## src/rtl/lza_pipe_param.sv

```systemverilog
// rtl/lza_pipe_param.sv - two-stage pipelined leading-zero anticipator with valid/ready flow control
// Optional macro LZA_CORR_EN: registers the sum, corrects the 1-bit anticipation error, adds port corr.
module lza_pipe_param #(
    parameter int W = 27
) (
    input  logic                 clk,
    input  logic                 rst,
    input  logic                 in_valid,
    output logic                 in_ready,
    input  logic [W-1:0]         a,
    input  logic [W-1:0]         b,
    output logic                 out_valid,
    input  logic                 out_ready,
    output logic [$clog2(W)-1:0] lzc,
    output logic                 e_zero
`ifdef LZA_CORR_EN
    ,
    output logic                 corr
`endif
);
    localparam int CW = $clog2(W);
    localparam int P  = 1 << CW;

    logic         adv1;
    logic         adv2;
    logic         s1_valid;
    logic         s2_valid;
    logic [W-1:0] e_ind;
    logic [W-1:0] s1_e;
    logic [P-1:0] e_pad;
    logic [CW-1:0] m_idx;
    logic [CW-1:0] lzc_raw;
    logic [CW-1:0] lzc_nxt;
    logic          ezero_nxt;

    // Handshake: a stage may load whenever it is empty or the stage after it is moving.
    assign adv2      = !s2_valid || out_ready;
    assign adv1      = !s1_valid || adv2;
    assign in_ready  = adv1;
    assign out_valid = s2_valid;

    always_comb begin
        e_ind    = '0;
        e_ind[0] = 1'b1;
        for (int i = 1; i < W; i++) begin
            e_ind[i] = (a[i] ~^ b[i]) & (a[i-1] | b[i-1]);
        end
    end

    always_ff @(posedge clk or posedge rst) begin
        if (rst) begin
            s1_valid <= 1'b0;
            s1_e     <= W'(1);
        end else if (adv1) begin
            s1_valid <= in_valid;
            if (in_valid) begin
                s1_e <= e_ind;
            end
        end
    end

    // Bottom-up pairwise tree: each node keeps the index of its highest set leaf,
    // the upper child winning whenever it holds any set bit.
    function automatic logic [CW-1:0] hi_index(input logic [P-1:0] v_in);
        logic [P-1:0]  v;
        logic [CW-1:0] ix [P];
        v = v_in;
        for (int i = 0; i < P; i++) begin
            ix[i] = '0;
        end
        for (int l = 0; l < CW; l++) begin
            for (int n = 0; n < (P >> (l + 1)); n++) begin
                if (v[2*n+1]) begin
                    v[n]  = 1'b1;
                    ix[n] = ix[2*n+1] | CW'(1 << l);
                end else begin
                    v[n]  = v[2*n];
                    ix[n] = ix[2*n];
                end
            end
        end
        return ix[0];
    endfunction

    assign e_pad     = P'(s1_e);
    assign m_idx     = hi_index(e_pad);
    assign lzc_raw   = CW'(W - 1) - m_idx;
    assign ezero_nxt = ~|s1_e[W-1:1];

`ifdef LZA_CORR_EN
    logic [W-1:0] s1_s;
    logic         corr_nxt;

    always_ff @(posedge clk or posedge rst) begin
        if (rst) begin
            s1_s <= '0;
        end else if (adv1 && in_valid) begin
            s1_s <= a + b;
        end
    end

    // S[W-1-p] is S[m]; a zero there means the anticipated position is one too high.
    assign corr_nxt = (m_idx != '0) && !s1_s[m_idx];
    assign lzc_nxt  = lzc_raw + CW'(corr_nxt);

    always_ff @(posedge clk or posedge rst) begin
        if (rst) begin
            corr <= 1'b0;
        end else if (adv2 && s1_valid) begin
            corr <= corr_nxt;
        end
    end
`else
    assign lzc_nxt = lzc_raw;
`endif

    always_ff @(posedge clk or posedge rst) begin
        if (rst) begin
            s2_valid <= 1'b0;
            lzc      <= '0;
            e_zero   <= 1'b0;
        end else if (adv2) begin
            s2_valid <= s1_valid;
            if (s1_valid) begin
                lzc    <= lzc_nxt;
                e_zero <= ezero_nxt;
            end
        end
    end

endmodule

```

## config.mk

```make
export PLATFORM = sky130hd
export DESIGN_NAME = lza_pipe_param
export DESIGN_NICKNAME = d
export VERILOG_FILES = /design/src/rtl/lza_pipe_param.sv
export SDC_FILE = /design/constraint.sdc
export NUM_CORES = 1
export LEC_CHECK = 0
export CAP_MARGIN = 20
export CORE_ASPECT_RATIO = 1.75
export CORE_MARGIN = 2
export CORE_UTILIZATION = 45
export CTS_CLUSTER_SIZE = 14
export DETAILED_ROUTE_END_ITERATION = 16
export MAX_ROUTING_LAYER = met4
export PLACE_DENSITY = 0.78
export SYNTH_ARGS = -nofsm -noshare
export SYNTH_HDL_FRONTEND = slang
export SYNTH_SLANG_ARGS = --single-unit
```

## constraint.sdc

```tcl
create_clock -name clk -period 4.1 [get_ports clk]
set_clock_uncertainty 0.2 [all_clocks]
set_input_delay 0.41 -clock clk [delete_from_list [all_inputs] [get_ports clk]]
set_output_delay 0.41 -clock clk [all_outputs]
set_load 0.005 [all_outputs]
```

==> impl_metrics.env <==
export IMPL_status="finished, final reports clean"
export IMPL_drt_iter0_drc=37
export IMPL_worstSetupStartpointType="register"
export IMPL_fin_crit_sh=0.662
export IMPL_grt_pass1_vias=1728
export IMPL_syn_inst=237
export IMPL_overflow=0
export IMPL_p_sw_frac=0.288
export IMPL_fp_dieW_um=55.8
export IMPL_htreeDepth=2
export IMPL_rsz0062_at_grt="no"
export IMPL_drive_gt1_frac=0.0423
export IMPL_p_sw_mw=0.307
export IMPL_power_frac_comb=0.298
export IMPL_vdd_ir_drop_max_v=0.000264
export IMPL_ys_ff_latch=34
export IMPL_holdBufCountCts=0
export IMPL_die_area_sq_mm=0.00528
export IMPL_worstPathArrival_ns=2.68
export IMPL_critical_path_max_stage_delay_ns=0.54
export IMPL_finalWeightedCongestion=0.831
export IMPL_cts_buffers=5
export IMPL_postCtsSetupRepairBufs=0
export IMPL_fin_ws_ns=1.39
export IMPL_antenna_found_initial=0
export IMPL_stdcell_area_sq_mm=0.00293
export IMPL_cts_tree="yes"
export IMPL_dpl_instance_area_sq_mm=0.00282
export IMPL_fin_hold_ws_ns=0.283
export IMPL_synth_avg_cell_area_sq_um=8.91
export IMPL_drc_errors=0
export IMPL_finalSetupViolations=0
export IMPL_design_core_area_sq_mm=0.00458
export IMPL_finalCriticalPeriod_ns=2.71
export IMPL_hold_class="register to register"
export IMPL_drtPass1Iterations=3
export IMPL_clkTransAtPathRegs_ns=0.07
export IMPL_grt_max_degree=53
export IMPL_dpl_hpwl_mm=3.48
export IMPL_netlist_area_sq_mm=0.00211
export IMPL_total_power_mw=1.07
export IMPL_crit_type="register to register"
export IMPL_dp_slack_ns=1.41
export IMPL_yosys_most_used_dff="dfrtp_1"
export IMPL_powerDensity_mw_per_mm2=365
export IMPL_cts_sinks=34
export IMPL_fp_dieH_um=94.6
export IMPL_rows=33
export IMPL_cap_violations=0
export IMPL_area_growth_pct=38.7
export IMPL_final_cell_mix="clkdlybuf4s50_1 (65), inv_1 (55), dfrtp_1 (34)"
export IMPL_yosysSeqAreaShare=0.403
export IMPL_ios=66
export IMPL_tns_ns=0
export IMPL_grt_pass1_wl_mm=7.16
export IMPL_slew_violations=0
export IMPL_critPathCaptureType="register"
export IMPL_pwr_share_seq=0.424
export IMPL_cp_max_fo=5
export IMPL_diodes=0
export IMPL_critPathSlowestCell="nor4_1"
export IMPL_p_leak_nw=1.46
export IMPL_synthDistinctLibCells=31
export IMPL_async_flop_share=1.00
export IMPL_yosys_warnings=0
export IMPL_final_common_cell="clkdlybuf4s50_1"
export IMPL_fin_nets=390
export IMPL_slew_limit_headroom=0.610
export IMPL_clock_latency_ns=0.28
export IMPL_fmax_mhz=368
export IMPL_wl_mm=4.21
export IMPL_synth_edf_count=0
export IMPL_ant_nets=0
export IMPL_finalHoldViolCount=0
export IMPL_clkPwrFrac=0.278
export IMPL_tightest_slew_ns=0.580
export IMPL_root_buffer="clkbuf_8"
export IMPL_vias=1829
export IMPL_start_util=0.461
export IMPL_critical_path_cell_chain="nor4_1, nand3_1, a31o_1, o21ai_2, ha_1, inv_1, a21oi_1, o22ai_1, mux2_2"
export IMPL_viasPerCell=5.09
export IMPL_p_int_mw=0.761
export IMPL_clockBufferDepth=2
export IMPL_cts_resized=0
export IMPL_wl_per_cell_um=11.7
export IMPL_grt_total_usage=0.178
export IMPL_required_ns=4.07
export IMPL_syn_nets=321
export IMPL_io_buffers=65
## metrics by stage
| step | util | instances |
|---|---|---|
| after floorplan | - | 237 |
| after global placement | 0.616 | 351 |
| after detailed placement | 0.616 | 351 |
| after CTS | 0.639 | 359 |
| after global routing | 0.639 | 359 |
| final | 0.639 | 359 |
## sequential cells by signal (all words and copies together), names as in the netlist
name	cells
e_zero	1
s1_e	26
out_valid	1
s1_valid	1
lzc	5
## layout make-up
cell class,count,area (sq um)
Inverter,55,206
Clock inverter,1,30.0
Multi-Input combinational cell,143,1040
Clock buffer,7,76.3
Fill cell,385,1650
Tap cell,52,65.1
Sequential cell,34,851
Timing Repair Buffer,67,666
## power by group through the flow
stage	combinational (mW)	clock, mW	sequential, mW
global placement	0.316	0	0.455
detailed placement	0.322	0	0.460
global route	0.359	0.314	0.463
CTS	0.324	0.302	0.454
floorplan	0.178	0	0.449
finish	0.318	0.297	0.453
## final timing paths
kind | start | end | slack [ns] | cells past startpoint
worst max-delay path | s1_e[20] | lzc[4] | 1.39 | 9
worst min-delay path | s1_e[16] | s1_e[16] | 0.28 | 2
worst max register to register | s1_e[20] | lzc[4] | 1.39 | 9
worst min register to register | s1_e[16] | s1_e[16] | 0.28 | 2
max in group asynchronous | rst | s1_e[15] | 3.07 | 3
min in group asynchronous | rst | out_valid | 0.32 | 3
## worst max-delay path: cells and delay by family (launching register included)
family          cells  cell delay [ns]
buf+inv             1             0.06
simple gates        2             0.81
fa+ha+maj           1             0.22
flops               1             0.40
mux                 1             0.28
compound gates      4             0.63
## layer usage
layer / vias up / routed length (um) / track usage
met5: - / 0 / -
met4: 0 / 84 / 0.0793
met3: 6 / 124 / 0.0315
met2: 38 / 2390 / 0.338
met1: 848 / 1600 / 0.171
li1: 937 / - / -
## kinds of logic after synthesis
group / synth area share
AOI/OAI and AO/OA: 0.172
xor gates and xnor gates: 0.00830
adders and majority gates: 0.154
buffers and inverters: 0.107
DFF: 0.403
muxes: 0.0107
and+or+nand+nor: 0.146
## cells in the mapped netlist (2+ instances only)
master	n	area [sq um]
nor2b_1	4	25.0
nand2b_1	4	25.0
ha_1	26	325
o31ai_1	30	225
dfrtp_1	34	851
nor3_1	2	10.0
a21oi_1	6	30.0
o21ai_0	6	30.0
nand3_1	3	15.0
nor4_1	4	25.0
inv_1	55	206
nand2_1	32	120
mux2_2	2	22.5
clkbuf_1	5	18.8
nor2_1	8	30.0
Power figures use the tool's default switching activity.
